File: src/rtl/foosball_pkg.sv
// Shared types and defaults for the foosball rod control blocks.
package foosball_pkg;

  typedef enum logic [2:0] {
    S_IDLE   = 3'd0,
    S_ROT6   = 3'd1,
    S_ROT4   = 3'd2,
    S_RETURN = 3'd3,
    S_LOCK   = 3'd4
  } rod_state_t;

  localparam int ROD_MAX_ANGLE      = 4;
  localparam int ROD_LOCKOUT_FRAMES = 30;

  function automatic logic signed [3:0] step_toward_zero(input logic signed [3:0] a);
    logic signed [3:0] r;
    if (a > 4'sd0) begin
      r = a - 4'sd1;
    end else if (a < 4'sd0) begin
      r = a + 4'sd1;
    end else begin
      r = 4'sd0;
    end
    return r;
  endfunction

endpackage

File: src/rtl/frame_step_divider.sv
// Counts startOfFrame strobes and emits step_tick once every 'rate' frames.
module frame_step_divider #(
  parameter int W = 3
) (
  input  logic         clk,
  input  logic         resetN,
  input  logic         startOfFrame,
  input  logic [W-1:0] rate,
  input  logic         clear,
  output logic         step_tick
);

  logic [W-1:0] cnt_r;

  // A clear in the same cycle suppresses the tick so a state change never also steps.
  assign step_tick = startOfFrame && !clear && (cnt_r == (rate - W'(1)));

  // Frame counter: restarts on clear and after every tick.
  always_ff @(posedge clk or negedge resetN) begin
    if (!resetN) begin
      cnt_r <= W'(0);
    end else if (clear || step_tick) begin
      cnt_r <= W'(0);
    end else if (startOfFrame) begin
      cnt_r <= cnt_r + W'(1);
    end else begin
      cnt_r <= cnt_r;
    end
  end

endmodule

File: src/rtl/rod_rotation_ctrl.sv
// Turns key-hold and over-rotation inputs into a signed rod tilt, a kick pulse
// at full tilt and a lockout flag, stepping on frame strobes.
module rod_rotation_ctrl
  import foosball_pkg::*;
#(
  parameter int MAX_ANGLE              = ROD_MAX_ANGLE,
  parameter int FRAMES_PER_STEP        = 3,
  parameter int RETURN_FRAMES_PER_STEP = 1,
  parameter int LOCKOUT_FRAMES         = ROD_LOCKOUT_FRAMES
) (
  input  logic              clk,
  input  logic              resetN,
  input  logic              startOfFrame,
  input  logic              key6Pressed,
  input  logic              key4Pressed,
  input  logic              max_rotate_6,
  input  logic              max_rotate_4,
  output logic signed [3:0] angle,
  output logic              kick_pulse,
  output logic              kick_dir,
  output logic              locked
);

  localparam int MAX_RATE = (FRAMES_PER_STEP > RETURN_FRAMES_PER_STEP) ?
                            FRAMES_PER_STEP : RETURN_FRAMES_PER_STEP;
  localparam int DIV_W    = $clog2(MAX_RATE) + 1;
  localparam int LOCK_W   = $clog2(LOCKOUT_FRAMES) + 1;

  localparam logic signed [3:0] MAX_POS  = 4'(MAX_ANGLE);
  localparam logic signed [3:0] MAX_NEG  = 4'(-MAX_ANGLE);
  localparam logic signed [3:0] NEAR_POS = 4'(MAX_ANGLE - 1);
  localparam logic signed [3:0] NEAR_NEG = 4'(1 - MAX_ANGLE);
  localparam logic [DIV_W-1:0]  RATE_KEY = DIV_W'(FRAMES_PER_STEP);
  localparam logic [DIV_W-1:0]  RATE_RET = DIV_W'(RETURN_FRAMES_PER_STEP);
  localparam logic [LOCK_W-1:0] LOCK_LIM = LOCK_W'(LOCKOUT_FRAMES);

  rod_state_t        state_r, state_s;
  logic signed [3:0] angle_r, angle_s;
  logic              kick_pulse_r, kick_pulse_s;
  logic              kick_dir_r, kick_dir_s;
  logic              locked_r;
  logic [LOCK_W-1:0] lock_cnt_r, lock_cnt_s;
  logic [DIV_W-1:0]  rate_s;
  logic              div_clear_s;
  logic              step_tick_s;

  assign div_clear_s = (state_s != state_r);

  // Returning and unlocking move at their own rate; key-driven motion at the key rate.
  always_comb begin
    if ((state_r == S_RETURN) || (state_r == S_LOCK)) begin
      rate_s = RATE_RET;
    end else begin
      rate_s = RATE_KEY;
    end
  end

  frame_step_divider #(.W(DIV_W)) u_divider (
    .clk          (clk),
    .resetN       (resetN),
    .startOfFrame (startOfFrame),
    .rate         (rate_s),
    .clear        (div_clear_s),
    .step_tick    (step_tick_s)
  );

  // Next-state logic; over-rotation outranks every key, and key6 outranks key4.
  always_comb begin
    state_s = state_r;
    if ((state_r != S_LOCK) && (max_rotate_6 || max_rotate_4)) begin
      state_s = S_LOCK;
    end else begin
      case (state_r)
        S_IDLE: begin
          if (key6Pressed)      state_s = S_ROT6;
          else if (key4Pressed) state_s = S_ROT4;
          else                  state_s = S_IDLE;
        end
        S_ROT6: begin
          if (key6Pressed)      state_s = S_ROT6;
          else if (key4Pressed) state_s = S_ROT4;
          else                  state_s = S_RETURN;
        end
        S_ROT4: begin
          if (key6Pressed)      state_s = S_ROT6;
          else if (key4Pressed) state_s = S_ROT4;
          else                  state_s = S_RETURN;
        end
        S_RETURN: begin
          if (key6Pressed)              state_s = S_ROT6;
          else if (key4Pressed)         state_s = S_ROT4;
          else if (angle_r == 4'sd0)    state_s = S_IDLE;
          else                          state_s = S_RETURN;
        end
        S_LOCK: begin
          if ((angle_r == 4'sd0) && (lock_cnt_r >= LOCK_LIM) &&
              !key6Pressed && !key4Pressed) begin
            state_s = S_IDLE;
          end else begin
            state_s = S_LOCK;
          end
        end
        default: state_s = S_IDLE;
      endcase
    end
  end

  // Angle stepping, kick detection and lockout counting; nothing steps on a transition.
  always_comb begin
    angle_s      = angle_r;
    kick_pulse_s = 1'b0;
    kick_dir_s   = kick_dir_r;
    lock_cnt_s   = lock_cnt_r;
    if (div_clear_s) begin
      if (state_s == S_LOCK) lock_cnt_s = LOCK_W'(0);
      else                   lock_cnt_s = lock_cnt_r;
    end else begin
      case (state_r)
        S_ROT6: begin
          if (step_tick_s && (angle_r < MAX_POS)) begin
            angle_s = angle_r + 4'sd1;
            if (angle_r == NEAR_POS) begin
              kick_pulse_s = 1'b1;
              kick_dir_s   = 1'b1;
            end else begin
              kick_pulse_s = 1'b0;
            end
          end else begin
            angle_s = angle_r;
          end
        end
        S_ROT4: begin
          if (step_tick_s && (angle_r > MAX_NEG)) begin
            angle_s = angle_r - 4'sd1;
            if (angle_r == NEAR_NEG) begin
              kick_pulse_s = 1'b1;
              kick_dir_s   = 1'b0;
            end else begin
              kick_pulse_s = 1'b0;
            end
          end else begin
            angle_s = angle_r;
          end
        end
        S_RETURN: begin
          if (step_tick_s) angle_s = step_toward_zero(angle_r);
          else             angle_s = angle_r;
        end
        S_LOCK: begin
          if (step_tick_s) angle_s = step_toward_zero(angle_r);
          else             angle_s = angle_r;
          // Saturating count so a long key hold cannot wrap the lockout timer.
          if ((angle_r == 4'sd0) && startOfFrame && (lock_cnt_r < LOCK_LIM)) begin
            lock_cnt_s = lock_cnt_r + LOCK_W'(1);
          end else begin
            lock_cnt_s = lock_cnt_r;
          end
        end
        default: angle_s = angle_r;
      endcase
    end
  end

  // State and output registers.
  always_ff @(posedge clk or negedge resetN) begin
    if (!resetN) begin
      state_r      <= S_IDLE;
      angle_r      <= 4'sd0;
      kick_pulse_r <= 1'b0;
      kick_dir_r   <= 1'b0;
      locked_r     <= 1'b0;
      lock_cnt_r   <= LOCK_W'(0);
    end else begin
      state_r      <= state_s;
      angle_r      <= angle_s;
      kick_pulse_r <= kick_pulse_s;
      kick_dir_r   <= kick_dir_s;
      locked_r     <= (state_s == S_LOCK);
      lock_cnt_r   <= lock_cnt_s;
    end
  end

  assign angle      = angle_r;
  assign kick_pulse = kick_pulse_r;
  assign kick_dir   = kick_dir_r;
  assign locked     = locked_r;

endmodule

File: config.mk
export PLATFORM = sky130hd
export DESIGN_NAME = rod_rotation_ctrl
export DESIGN_NICKNAME = d
export VERILOG_FILES = /design/src/rtl/foosball_pkg.sv /design/src/rtl/frame_step_divider.sv /design/src/rtl/rod_rotation_ctrl.sv
export SDC_FILE = /design/constraint.sdc
export NUM_CORES = 1
export LEC_CHECK = 0
export BUFFER_PORTS_ARGS = -buffer_cell sky130_fd_sc_hd__buf_4
export CORE_MARGIN = 2
export CORE_UTILIZATION = 25
export CTS_BUF_LIST = sky130_fd_sc_hd__clkbuf_2 sky130_fd_sc_hd__clkbuf_4 sky130_fd_sc_hd__clkbuf_8
export CTS_CLUSTER_DIAMETER = 50
export DETAILED_ROUTE_END_ITERATION = 8
export GPL_TIMING_DRIVEN = 0
export PLACE_DENSITY = 0.4
export SYNTH_ARGS = -nofsm -noshare
export SYNTH_HDL_FRONTEND = slang
export SYNTH_SLANG_ARGS = --single-unit
File: constraint.sdc
create_clock -name clk -period 4.55 [get_ports clk]
set_clock_uncertainty 0.05 [all_clocks]
set_input_delay 0.6825 -clock clk [delete_from_list [all_inputs] [get_ports clk]]
set_output_delay 0.6825 -clock clk [all_outputs]
set_load 0.005 [all_outputs]
After elaboration in Yosys (flattened, before gate mapping)
Index checks and enable logic that the tools add are counted.
{"block": "totals", "ff_bits": 19, "in_bits": 7, "out_inout_bits": 7, "wordCells": 97}
{"block": "op_classes", "n_addsub": 5, "order_cmp": 6, "n_eq_ne": 16, "muxes": 34, "bitwise": 1, "n_reduce_logical": 28}
{"op": "two-way mux 6 bit", "count": 4}
{"op": "two-way mux 4 bit", "count": 5}
{"op": "two-way mux 2 bit", "count": 7}
{"op": "two-way mux 3 bit", "count": 4}
{"op": "case mux 3 bit (4 select lines)", "count": 1}
{"op": "case mux 4 bit (3 select lines)", "count": 1}
{"op": "logical AND 1 bit", "count": 10}
{"op": "two-way mux 1 bit", "count": 10}
{"op": "!= test 2 bit (second input constant)", "count": 5}
{"op": "== test 4 x 3 -> 1 bit (second input constant)", "count": 2}
{"op": "nonzero test 2 bit", "count": 4}
{"op": "adder 6 x 1 -> 6 bit (second input constant)", "count": 1}
{"op": "== test 3 x 2 -> 1 bit (second input constant)", "count": 2}
{"op": "== test 3 bit (second input constant)", "count": 2}
{"op": "greater-or-equal comparator 6 x 5 -> 1 bit (second input constant)", "count": 1}
{"op": "less-than comparator 6 x 5 -> 1 bit (second input constant)", "count": 1}
{"op": "AND reduction 6 bit", "count": 1}
{"op": "AND reduction 5 bit", "count": 1}
{"op": "adder 4 x 2 -> 4 bit (second input constant)", "count": 1}
{"op": "greater-than comparator 4 x 1 -> 1 bit (second input constant)", "count": 1}
{"op": "greater-than comparator 4 x 3 -> 1 bit (second input constant)", "count": 1}
{"op": "logical NOT 4 bit", "count": 1}
{"op": "less-than comparator 4 x 1 -> 1 bit (second input constant)", "count": 1}
{"op": "less-than comparator 4 bit (second input constant)", "count": 1}
{"op": "other kinds (16)", "count": 22}

Depth between registers and ports, before layout
Gate-level depths: netlist of the first run.
{"block": "depth", "word_depth": 15, "ltp_mapped": 9, "ltp_nobuf": 8}

Hierarchy
From an unflattened synthesis of the first run, not the netlist that was laid out.
{"block": "unflattened", "cells_unflattened": 152, "area_unflattened_um2": 1403.8}
{"module": "rod_rotation_ctrl", "instances": 1, "cells_each": 133, "area_each_um2": 1172.4, "seq_area_each_um2": 400.4}
{"module": "frame_step_divider", "instances": 1, "cells_each": 19, "area_each_um2": 231.5, "seq_area_each_um2": 75.1}

Least setup slack after synthesis of the first run
No wires, ideal clock.
{"block": "synth_timing", "path_type": "input to register", "start": "input port max_rotate_4", "end": "register lock_cnt_r[4]", "setup_time_ns": 0.119, "arrival_time_ns": 2.356, "t_required_ns": 4.381, "path_slack_ns": 2.025, "cell_stages": 7, "n_path_buf": 1, "cell_sequence": "or4_4 o221ai_2 a211oi_2 or3_1 buf_6 o31a_1 o21a_1"}
{"block": "synth_between", "elab_chain_len": 6, "word_cells_on_any_way": 10, "cone_classes": "eq/ne (3); mux (2); reduce/logical (5)"}
{"item": "from (decl)", "line": "rod_rotation_ctrl.sv:17", "rtl": "input logic max_rotate_4,"}
{"item": "logical OR 1 bit (*)", "line": "rod_rotation_ctrl.sv:70", "rtl": "if ((state_r != S_LOCK) && (max_rotate_6 || max_rotate_4)) begin"}
{"item": "logical AND 1 bit (*)", "line": "rod_rotation_ctrl.sv:70"}
{"item": "two-way mux 3 bit (*)", "line": "rod_rotation_ctrl.sv:70"}
{"item": "== test 3 bit / != test 3 bit (equally long branches)", "line": "rod_rotation_ctrl.sv:115, rod_rotation_ctrl.sv:47"}
{"item": "!= test 2 bit (no line) / nonzero test 2 bit (equally long branches)"}
{"item": "AND reduction 3 bit (no line)"}
{"item": "to (signal assigned)", "line": "rod_rotation_ctrl.sv:179", "rtl": "lock_cnt_r <= lock_cnt_s;"}
{"item": "to (decl)", "line": "rod_rotation_ctrl.sv:42", "rtl": "logic [LOCK_W-1:0] lock_cnt_r, lock_cnt_s;"}
Mark *: on every way between the ends. The rest lies on a longest branch, timed or not.
A chain may end at the register's enable or synchronous reset.

Final worst setup path of the first run
{"block": "layout_timing", "start": "register angle_r[0] (netlist: angle[0])", "end": "register lock_cnt_r[4]"}
{"block": "layout_between", "elab_chain_len": 10, "word_cells_on_any_way": 19, "cone_classes": "eq/ne (3); mux (7); reduce/logical (9)"}
{"item": "from (decl)", "line": "rod_rotation_ctrl.sv:38", "rtl": "logic signed [3:0] angle_r, angle_s;"}
{"item": "from (signal assigned)", "line": "rod_rotation_ctrl.sv:175", "rtl": "angle_r <= angle_s;"}
{"item": "logical NOT 4 bit (*)", "line": "rod_rotation_ctrl.sv:92, rod_rotation_ctrl.sv:96, rod_rotation_ctrl.sv:153"}
{"item": "logical AND 1 bit (2 in series)", "line": "rod_rotation_ctrl.sv:96", "rtl": "if ((angle_r == 4'sd0) && (lock_cnt_r >= LOCK_LIM) &&"}
{"item": "logical AND 1 bit", "line": "rod_rotation_ctrl.sv:97", "rtl": "!key6Pressed && !key4Pressed) begin"}
{"item": "two-way mux 3 bit", "line": "rod_rotation_ctrl.sv:96"}
{"item": "case mux 3 bit (4 select lines)", "line": "rod_rotation_ctrl.sv:73", "rtl": "case (state_r)"}
{"item": "two-way mux 3 bit", "line": "rod_rotation_ctrl.sv:70"}
{"item": "== test 3 bit / != test 3 bit (equally long branches)", "line": "rod_rotation_ctrl.sv:115, rod_rotation_ctrl.sv:47"}
{"item": "!= test 2 bit (no line) / nonzero test 2 bit (equally long branches)"}
{"item": "AND reduction 3 bit (no line)"}
Marked as above.

==> results of run 1 <==
-- final cells by class --
type / instances / area share
Inverter: 7 / 0.0158
Timing Repair Buffer: 13 / 0.0587
Clock inverter: 1 / 0.00301
Tap cell: 72 / 0.0542
Buffer: 8 / 0.0346
Multi-Input combinational cell: 129 / 0.523
Clock buffer: 3 / 0.0248
Sequential cell: 19 / 0.286
-- power by group --
group	internal (W)	switching [W]
sequential	0.000207	0.0000564
clock	0.0000611	0.0000659
combinational	0.000144	0.000170
total	0.000412	0.000292
-- sequential cells by signal, summed over array words and instances (netlist names) --
register / count
lock_cnt_r: 6
angle: 4
state_r: 3
u_divider.cnt_r: 3
kick_dir: 1
kick_pulse: 1
locked: 1
-- cells by family (layout without fill, tap and decap cells) --
kind of cell	count (synthesis)	after routing	share of synthesized area
XOR/XNOR	2	2	0.0123
AO/OA/AOI/OAI	45	45	0.206
multiplexers	5	5	0.0359
AND/OR/NAND/NOR	70	70	0.293
adder cells (fa/ha/maj)	7	7	0.0613
buffers and inverters	15	32	0.0587
flip-flops	19	19	0.333
-- metrics by stage --
| step | instance area [µm²] | total power (W) | setup WS, ps | hold slack, ps |
|---|---|---|---|---|
| finish | 1660 | 0.000704 | 1870 | 234 |
| floorplan | 1430 | 0.000479 | 2030 | 337 |
| global route | 1660 | 0.000773 | 1770 | 240 |
| detailed placement | 1620 | 0.000581 | 1790 | 461 |
| CTS | 1660 | 0.000714 | 1880 | 242 |
| global placement | 1620 | 0.000575 | 1840 | 436 |
-- routing by layer --
metal	up-vias	wire, µm	GRT usage
met3	2	137	0.0226
met2	22	1590	0.183
met4	0	19	0.0362
met1	609	1750	0.170
li1	634	-	-
met5	-	0	0
-- final timing paths --
kind | start | endpoint | slack (ps) | cells after the start
worst min-delay path | resetN | angle[0]$_DFFE_PN0P_ | 230 | 1
worst min register to register | kick_dir$_DFFE_PN0P_ | kick_dir$_DFFE_PN0P_ | 470 | 2
worst max-delay path | angle[0]$_DFFE_PN0P_ | lock_cnt_r[4]$_DFFE_PN0P_ | 1870 | 9
max in group asynchronous | resetN | lock_cnt_r[5]$_DFFE_PN0P_ | 4000 | 1
min in group clk | kick_dir$_DFFE_PN0P_ | kick_dir$_DFFE_PN0P_ | 470 | 2
worst max register to register | angle[0]$_DFFE_PN0P_ | lock_cnt_r[4]$_DFFE_PN0P_ | 1870 | 9
-- cells in the mapped netlist, types with 4 or more instances --
| cell type | count | area (µm²) |
|---|---|---|
| dfrtp_1 | 19 | 475 |
| a21oi_1 | 13 | 65.1 |
| o21ai_0 | 13 | 65.1 |
| nor2_1 | 12 | 45.0 |
| nand2_1 | 9 | 33.8 |
| ha_1 | 7 | 87.6 |
| inv_1 | 7 | 26.3 |
| nand2b_1 | 7 | 43.8 |
| nand3_1 | 5 | 25.0 |
| nor2b_1 | 5 | 31.3 |
| nor3_1 | 5 | 25.0 |
| mux2i_1 | 4 | 40.0 |
==> metrics.md, run 1 <==
| Metric | Value |
|---|---|
| Global-route wire length before repair | `about 5900 µm` |
| Final Cycle Share | `0.589` |
| Synthesized cell area | `1430 µm²` |
| Worst path cell trace | `inv_1 > ha_1 > and2b_2 > o2111ai_1 > a21oi_1 > or3_1 > buf_6 > o31a_1 > o21a_1` |
| Max cap viols | `0` |
| Largest net degree at the start of global routing | `20` |
| FFs w/ async S/R, synth | `1.00` |
| Global route total overflow | `0` |
| Setup Total Neg Slack | `0 ps` |
| CP Class | `flip-flop to flip-flop` |
| Setup bufs post-CTS | `0` |
| PortBufs | `13` |
| Worst-path maximum fanout | `10` |
| Startpoint Class | `flip-flop` |
| Area growth, synth to finish | `16.4%` |
| Fin cells | `about 250` |
| TritonCTS buffer count | `3` |
| Max incr delay on CP | `roughly 500 ps` |
| Filler Cells Inserted | `601` |
| Crit path DAT | `roughly 2800 ps` |
| 1st-iter DRT viols | `82` |
| CP endpoint kind | `flip-flop` |
| Cts hold-fix bufs | `0` |
| Gate Count Post-Synth | `between 150 and 200` |
| Setup Viol. Count Final | `0` |
| PwrDens | `between 400 and 500 nW/µm²` |
| Pleak | `around 0.68 nW` |
| Nets@finish | `195` |
| Post-synth cell types | `47` |
| Post-synthesis register bit count | `19` |
| Post-synth EDFFs | `0` |
| IO Count | `14` |
| Buf+Inv Stages, Crit Path | `2` |
| Yosys warning count | `0` |
| CTS tree | `done` |
| Ys flop type | `dfrtp_1` |
| Slew HR | `0.624` |
| # rows | `27` |
| Total placed cells including tap cells | `between 200 and 250` |
| Hold Violations, Final | `0` |
| Max Freq | `about 370 MHz` |
| CTS sink cnt | `19` |
| Clock root buffer | `clkbuf_8` |
| Vias/cell | `5.03` |
| CP max stage cell | `dfrtp_1` |
| Vias | `around 1.3k` |
| Detailed Place HPWL | `approximately 2600 µm` |
| Routed Wire Length | `between 3000 and 4000 µm` |
| Wirelength per Cell | `roughly 14 µm` |
| Maximum vdd ir drop | `~120 µV` |
| Pins over their slew limit | `0` |
| Reg clk slew, reported paths | `about 90 ps` |
| Most common cell after layout, fill and taps aside | `dfrtp_1` |
| GP Congestion | `~0.87` |
| Post-cts sizing count | `0` |
| Remaining antenna violation count after routing | `0` |
| Core ar. | `~5500 µm²` |
| Antenna cells | `0` |
| Die height | `79.6 µm` |
| Syn_nets | `around 180` |
| Data required, critical path | `between 4000 and 5000 ps` |
| CTS Buffer Depth | `2` |
| Sequential area share after synthesis | `0.333` |
| RSZ-0062 raised after global routing | `no` |
| Initial antenna violation count | `0` |
| Initial Util | `0.259` |
| Mean Syn Cell Area | `about 8.8 µm²` |
| Global Route Usage Sum | `0.120` |
| Vias in the first global route | `approximately 1.2k` |
| FF/Latch Area | `roughly 480 µm²` |
| Worst slew pin tran | `558 ps` |
| Footprint of the multi-input gates | `just under 900 µm²` |
| Layout cell share with drive strength beyond 1 | `0.178` |
| Residual DRC | `0` |
| Clock Latency Late Sink | `around 260 ps` |
| Die area | `between 6000 and 7000 µm²` |
| Family with the most delay on the worst path | `compound AO/OA/AOI/OAI gates` |
| H-tree depth | `1` |
| Die W | `slightly below 80 µm` |
| Status | `finished, final reports clean` |
| Final Util | `0.302` |
| Worst Hold Class | `input port to asynchronous set/reset pin` |
| Commonest cells after routing, fill and taps aside | `dfrtp_1, buf_4, o21ai_0, a21oi_1, nor2_1` |
| DR pass1 iterations | `5` |
| Crit path time final | `between 2000 and 3000 ps` |
(Power assumes the default switching activity.)
==> run 2: changes to the inputs <==
- clock period: 4.55 -> 2.6 ns (I/O delays scaled with it)
==> run 2 against run 1 <==
  * Via count increased by 0.95%
  * Core utilization increased by 0.55 points
  * Clock-buffer cell count did not move
  * Sequential power up 68%
  * Non-clock buffer count is 3 higher
  * Clock power rose by 76%
  * Total power is 79% higher
  * Sequential share of layout area shrank 0.36 points
  * Final area rose by 1.8%
==> metrics.md, run 2 (synthesized netlist as in run 1, its figures left out) <==
| Metric | Value |
|---|---|
| Crit path time final | `2480 ps (-193 ps)` |
| Pins over their slew limit | `0 (unchanged)` |
| Layout cell share with drive strength beyond 1 | `0.202 (+0.0244)` |
| R2R Path End | `lock_cnt_r[4]$_DFFE_PN0P_` |
| DR pass1 iterations | `4 (-1)` |
| Die area | `6340 µm² (unchanged)` |
| Core ar. | `5510 µm² (unchanged)` |
| Family with the most delay on the worst path | `compound AO/OA/AOI/OAI gates` |
| Remaining antenna violation count after routing | `0 (unchanged)` |
| Die height | `79.6 µm (unchanged)` |
| GP Congestion | `0.865 (unchanged)` |
| Most common cell after layout, fill and taps aside | `buf_4` |
| IO Count | `14 (unchanged)` |
| Routed Wire Length | `3480 µm (-0.17%)` |
| Reg2Reg Depth | `9 (unchanged)` |
| Met3 Track Usage GR | `0.0215 (-0.00113)` |
| Antenna cells | `0 (unchanged)` |
| Largest register FFs | `6 (unchanged)` |
| Largest net degree at the start of global routing | `20 (unchanged)` |
| Reg clk slew, reported paths | `90 ps (about the same)` |
| Slew HR | `0.624 (about the same)` |
| Detailed Place HPWL | `2570 µm (unchanged)` |
| Reg2reg setup slack | `120 ps (-1760 ps)` |
| Worst Hold Class | `input port to flip-flop` |
| Initial antenna violation count | `0 (unchanged)` |
| M1 GR Usage | `0.171 (+0.000699)` |
| # rows | `27 (unchanged)` |
| Final Util | `0.307 (+0.00545)` |
| Data required, critical path | `2700 ps (-1950 ps)` |
| Pleak | `0.692 nW (+1.5%)` |
| Maximum vdd ir drop | `237 µV (+92%)` |
| Initial Util | `0.259 (unchanged)` |
| Setup WS pre-CTS | `-36.7 ps (-1830 ps)` |
| CTS Buffer Depth | `2 (unchanged)` |
| WP depth | `9 (unchanged)` |
| Residual DRC | `0 (unchanged)` |
| CP max stage cell | `dfrtp_2` |
| Setup crit end | `lock_cnt_r[4]$_DFFE_PN0P_` |
| Clock Latency Late Sink | `260 ps (about the same)` |
| Hold Violations, Final | `0 (unchanged)` |
| Crit path DAT | `2590 ps (-190 ps)` |
| CTS tree | `done` |
| Setup Viol. Count Final | `0 (unchanged)` |
| Nets@finish | `198 (+1.5%)` |
| RSZ-0062 raised after global routing | `no` |
| Worst-path maximum fanout | `10 (unchanged)` |
| GRT Max-Usage Layer | `met2` |
| GR Util met2 | `0.183 (unchanged)` |
| Clock root buffer | `clkbuf_8` |
| Worst slew pin tran | `558 ps (+0.506 ps)` |
| Most flop-heavy register | `lock_cnt_r` |
| Internal power | `0.000749 W (+82%)` |
| Final Cycle Share | `0.956 (+0.367)` |
| Worst path cell trace | `inv_1 > ha_2 > and2b_2 > o2111ai_1 > a21oi_1 > or3_1 > buf_6 > o31a_1 > o21a_1` |
| Fin Hold WS | `333 ps (+98.1 ps)` |
| Max incr delay on CP | `430 ps (-70 ps)` |
| Vias/cell | `5.02 (-0.24%)` |
| Hold wc startpoint | `key6Pressed` |
| Status | `finished, final reports clean` |
| Worst R2R Start | `angle[1]$_DFFE_PN0P_` |
| Buf+Inv Stages, Crit Path | `2 (unchanged)` |
| Global route total overflow | `0 (unchanged)` |
| Vias in the first global route | `1,215 (unchanged)` |
| Power Total | `0.00126 W (+79%)` |
| Setup Total Neg Slack | `0 ps (unchanged)` |
| Switching Fraction | `0.407 (-0.00792)` |
| Max Freq | `402 MHz (+7.8%)` |
| Sequential power share | `0.350 (-0.023)` |
| Reported net switching power | `0.000514 W (+76%)` |
| Vias | `1,279 (+0.95%)` |
| Comb pwr share | `0.473 (+0.027)` |
| Global-route wire length before repair | `5910 µm (unchanged)` |
| PwrDens | `746 nW/µm² (+76%)` |
| CP startpoint | `angle[1]$_DFFE_PN0P_` |
| Die W | `79.6 µm (unchanged)` |
| Wirelength per Cell | `13.7 µm (-1.3%)` |
| 1st-iter DRT viols | `66 (-20%)` |
| PortBufs | `13 (unchanged)` |
| Area growth, synth to finish | `18.5%` |
| CP endpoint kind | `flip-flop` |
| Commonest cells after routing, fill and taps aside | `buf_4, dfrtp_1, o21ai_0, a21oi_1, nor2_1` |
| Clock power share | `0.177 (-0.003)` |
| Startpoint Class | `flip-flop` |
| CP Class | `flip-flop to flip-flop` |
| Global Route Usage Sum | `0.120 (unchanged)` |
| H-tree depth | `1 (unchanged)` |
| Filler Cells Inserted | `597 (-0.67%)` |
| CTS sink cnt | `19 (unchanged)` |
| Final WS setup | `115 ps (-1760 ps)` |
| TritonCTS buffer count | `3 (unchanged)` |
| Max cap viols | `0 (unchanged)` |
[run 2: cell types whose count changed in the layout (fill, tap and decap cells not counted)]
| cell | change |
|---|---|
| buf_4 | +2 |
| ha_2 | +1 |
| ha_1 | -1 |
| dfrtp_2 | +2 |
| dlygate4sd3_1 | +1 |
| dfrtp_1 | -2 |
[run 2: power groups by stage]
| stage | clock (W) | combinational, W | sequential [W] |
|---|---|---|---|
| global placement | 0 | 0.000546 | 0.000460 |
| detailed placement | 0 | 0.000552 | 0.000465 |
| CTS | 0.000234 | 0.000556 | 0.000464 |
| global route | 0.000252 | 0.000678 | 0.000458 |
| finish | 0.000223 | 0.000597 | 0.000443 |
| floorplan | 0 | 0.000395 | 0.000444 |
[run 2: layout make-up]
type / count / area, µm² / share of cell area
Sequential cell: 19 / 478 / 0.282
Tap cell: 72 / 90.1 / 0.0532
Clock buffer: 3 / 41.3 / 0.0244
Buffer: 8 / 57.6 / 0.0340
Timing Repair Buffer: 16 / 123 / 0.0724
Multi-Input combinational cell: 129 / 872 / 0.515
Clock inverter: 1 / 5.00 / 0.00296
Inverter: 7 / 26.3 / 0.0155
[run 2: how the worst min path moves through the flow]
stage                           endpoint  cells past startpoint
floorplan           angle[0]$_DFFE_PN0P_                      0
global placement    angle[0]$_DFFE_PN0P_                      1
detailed placement  angle[0]$_DFFE_PN0P_                      1
CTS                 state_r[0]$_DFF_PN0_                      2
global route        state_r[0]$_DFF_PN0_                      2
finish              state_r[0]$_DFF_PN0_                      2
[run 2: timing repair]
item	4_1_cts	5_1_grt
gates cloned	0	0
hold buffers	1	0
pin swaps	0	0
buffers inserted	0	2
hold endpoints to repair	19	0
setup endpoints to repair	2	7
resized for setup	2	1
[run 2: layer usage]
layer / vias up / part of all wire / routed length [µm]
li1: 642 / - / -
met1: 610 / 0.50 / 1730
met2: 25 / 0.46 / 1590
met3: 2 / 0.041 / 144
met4: 0 / 0.0057 / 20
met5: - / 0 / 0
[run 2: metrics by stage]
step / cell area (µm²) / cells
detailed placement: 1620 / 248
global route: 1690 / 255
CTS: 1680 / 253
finish: 1690 / 255
floorplan: 1430 / 163
global placement: 1620 / 248
==> run 3: changes to the inputs <==
- SYNTH_HIERARCHICAL: default -> 1
==> run 3 against run 2 <==
  * Largest power group unchanged
  * Largest cell class unchanged
  * Via count grew 1.8%
  * Combinational power grew 30%
  * Synthesized area fell by 1.8%
  * The flow now finishes with violations (negative setup slack)
  * Wire length increased by 2.6%
  * Highest routed layer unchanged
  * Total power grew 16%
==> metrics.md, run 3 <==
| Metric | Value |
|---|---|
| Status | `finished, violations left` |
| Failing checks | `negative setup slack` |
| Die height | `78.9 µm (-0.84%)` |
| Maximum vdd ir drop | `413 µV (+74%)` |
| Pins over their slew limit | `0 (unchanged)` |
| Yosys warning count | `6 (+6)` |
| Finished Cell Area | `1870 µm² (+10%)` |
| Largest net degree at the start of global routing | `20 (unchanged)` |
| # rows | `27 (unchanged)` |
| PortBufs | `13 (unchanged)` |
| FFs w/ async S/R, synth | `1.00 (unchanged)` |
| Reg2Reg Depth | `12 (+3)` |
| Hold Violations, Final | `0 (unchanged)` |
| Placed inst area | `1610 µm² (-0.70%)` |
| Data required, critical path | `2690 ps (about the same)` |
| Final Cycle Share | `1.10 (+0.149)` |
| Worst R2R Start | `angle[1]$_DFFE_PN0P_` |
| Hold wc startpoint | `key6Pressed` |
| Max Freq | `348 MHz (-13%)` |
| Most flop-heavy register | `lock_cnt_r` |
| Wirelength per Cell | `13.6 µm (-0.18%)` |
| H-tree depth | `1 (unchanged)` |
| Global route total overflow | `0 (unchanged)` |
| Worst-path maximum fanout | `8 (-2)` |
| Post-synthesis register bit count | `19 (unchanged)` |
| Hold depth | `2 (unchanged)` |
| Simple-Gate Fraction of Synth Area | `0.269 (-0.0242)` |
| Reg2reg setup slack | `-270 ps (-390 ps)` |
| Compound-gate portion of the synthesized area | `0.177 (-0.0284)` |
| Setup WS pre-CTS | `-579 ps (-542 ps)` |
| Clock root buffer | `clkbuf_8` |
| Setup Viol. Count Final | `6 (+6)` |
| Most common cell in the netlist | `dfrtp_1` |
| Synth area leaders | `dfrtp_1, ha_1, a21oi_1` |
| Crit path time final | `2870 ps (+387 ps)` |
| CTS Buffer Depth | `2 (unchanged)` |
| Synthesized cell area | `1400 µm² (-1.8%)` |
| Area growth, synth to finish | `33.2%` |
| GP Congestion | `0.796 (-8.0%)` |
| Crit path DAT | `2960 ps (+370 ps)` |
| CTS tree | `done` |
| Vias | `1,302 (+1.8%)` |
| IO Count | `14 (unchanged)` |
| 1st-iter DRT viols | `52 (-21%)` |
| Adder-cell share of the synthesized area | `0.0713 (+0.0100)` |
| Setup Total Neg Slack | `-1170 ps (-1170 ps)` |
| Startpoint Class | `flip-flop` |
| Final WS setup | `-271 ps (-387 ps)` |
| Largest register FFs | `6 (unchanged)` |
| Routed Wire Length | `3570 µm (+2.6%)` |
| Fin Hold WS | `313 ps (-19.3 ps)` |
| Post-synth EDFFs | `0 (unchanged)` |
| R2R Path End | `angle[1]$_DFFE_PN0P_` |
| Post-synth top area share | `0.339 (+0.00593)` |
| Max cap viols | `0 (unchanged)` |
| Initial Util | `0.257 (-0.00297)` |
| TritonCTS buffer count | `3 (unchanged)` |
| Hold Path End | `state_r[1]$_DFF_PN0_` |
| Global-route wire length before repair | `5980 µm (+1.3%)` |
| Sequential area share after synthesis | `0.339 (+0.00593)` |
| Mux share of post-synthesis cell area | `0.0401 (+0.00421)` |
| Largest area contributor in the netlist | `dfrtp_1` |
| Most common cell after layout, fill and taps aside | `buf_4` |
| CP Class | `flip-flop to flip-flop` |
| Reg clk slew, reported paths | `70 ps (-20 ps)` |
| Mean Syn Cell Area | `9.24 µm² (+5.4%)` |
| Antenna cells | `0 (unchanged)` |
| Clock Latency Late Sink | `250 ps (about the same)` |
| Vias in the first global route | `1,235 (+1.6%)` |
| Commonest cells after routing, fill and taps aside | `buf_4, dfrtp_1, nor2_1` |
| CP endpoint kind | `flip-flop` |
| Top cells by count, synth | `dfrtp_1, nor2_1, a21oi_1, inv_1, nor3_1` |
| Vias/cell | `4.97 (-0.92%)` |
| Die area | `6230 µm² (-1.7%)` |
| Largest family of logic cells by synthesized area | `simple AND/OR/NAND/NOR gates` |
| Gate Count Post-Synth | `152 (-6.7%)` |
| Core ar. | `5470 µm² (-0.61%)` |
| Die W | `78.9 µm (-0.84%)` |
| Synth Area in XOR/XNOR | `0.0535 (+0.0412)` |
| Remaining antenna violation count after routing | `0 (unchanged)` |
| RSZ-0062 raised after global routing | `yes` |
| CTS sink cnt | `19 (unchanged)` |
| Layout cell share with drive strength beyond 1 | `0.353 (+0.150)` |
| Initial antenna violation count | `0 (unchanged)` |
| PwrDens | `782 nW/µm² (+4.9%)` |
| Global Route Usage Sum | `0.123 (+0.00293)` |
| Detailed Place HPWL | `2560 µm (-0.29%)` |
| Worst Hold Class | `input port to flip-flop` |
| Residual DRC | `0 (unchanged)` |
| Post-synth cell types | `51 (+8.5%)` |
| Nets@finish | `206 (+4.0%)` |
| Pleak | `0.845 nW (+22%)` |
| Ys flop type | `dfrtp_1` |
| DR pass1 iterations | `5 (+1)` |
-- run 3: layout make-up --
| cell class | instances | area, µm² |
|---|---|---|
| Timing Repair Buffer | 33 | 250 |
| Multi-Input combinational cell | 119 | 933 |
| Sequential cell | 19 | 479 |
| Tap cell | 72 | 90.1 |
| Clock inverter | 1 | 5.00 |
| Inverter | 9 | 33.8 |
| Clock buffer | 3 | 41.3 |
| Buffer | 6 | 37.5 |
| Fill cell | 581 | 3600 |
-- run 3: how the worst max path moves through the flow --
stage,from,to,cells past startpoint
2_1_floorplan,lock_cnt_r[0]$_DFFE_PN0P_,angle[1]$_DFFE_PN0P_,11
4_1_cts,lock_cnt_r[1]$_DFFE_PN0P_,kick_dir$_DFFE_PN0P_,12
3_5_place_dp,angle[0]$_DFFE_PN0P_,angle[1]$_DFFE_PN0P_,11
5_1_grt,lock_cnt_r[1]$_DFFE_PN0P_,kick_dir$_DFFE_PN0P_,12
6_report,angle[1]$_DFFE_PN0P_,angle[1]$_DFFE_PN0P_,12
3_3_place_gp,angle[0]$_DFFE_PN0P_,angle[1]$_DFFE_PN0P_,11
-- run 3: cell families (layout without fill, tap and decap cells) --
kind of cell | after synthesis | count (layout)
adder cells (fa/ha/maj) | 8 | 8
multiplexers | 5 | 5
AO/OA/AOI/OAI | 37 | 37
buffers and inverters | 15 | 52
other | 2 | 3
flip-flops | 19 | 19
AND/OR/NAND/NOR | 60 | 60
XOR/XNOR | 6 | 6
-- run 3: critical path, stage by stage (launching register included) --
cell and delay (ps):
dfrtp_2 360, inv_1 70, ha_4 190, or3b_4 240, a211oi_1 70, o21ai_2 230, nand2_2 90, or2b_1 260
nor4_4 320, buf_4 180, o31a_1 160, and3_4 230, mux2_4 300
-- run 3: power breakdown --
| part | switching [W] | internal [W] |
|---|---|---|
| clock | 0.000101 | 0.000106 |
| sequential | 0.0000935 | 0.000383 |
| combinational | 0.000368 | 0.000411 |
| total | 0.000562 | 0.000901 |
-- run 3: stage by stage --
stage	std cells	power [W]	utilization
2_1_floorplan	153	0.000961	-
3_3_place_gp	238	0.00114	0.293
3_5_place_dp	238	0.00114	0.293
4_1_cts	256	0.00144	0.326
5_1_grt	262	0.00163	0.342
6_report	262	0.00146	0.342
-- run 3: routing by layer --
metal  GRT usage  part of all wire
met5           0                 0
met4      0.0310            0.0042
met3      0.0216             0.027
met2       0.203              0.49
met1       0.166              0.47
-- run 3: repair_timing --
| item | 4_1_cts | 5_1_grt |
|---|---|---|
| endpoints found under the hold margin | 19 | 0 |
| endpoints found under the setup margin | 6 | 6 |
| hold buffers | 1 | 0 |
| cloned | 0 | 0 |
| pin swaps | 8 | 7 |
| resized for setup | 6 | 9 |
| setup buffers | 13 | 6 |
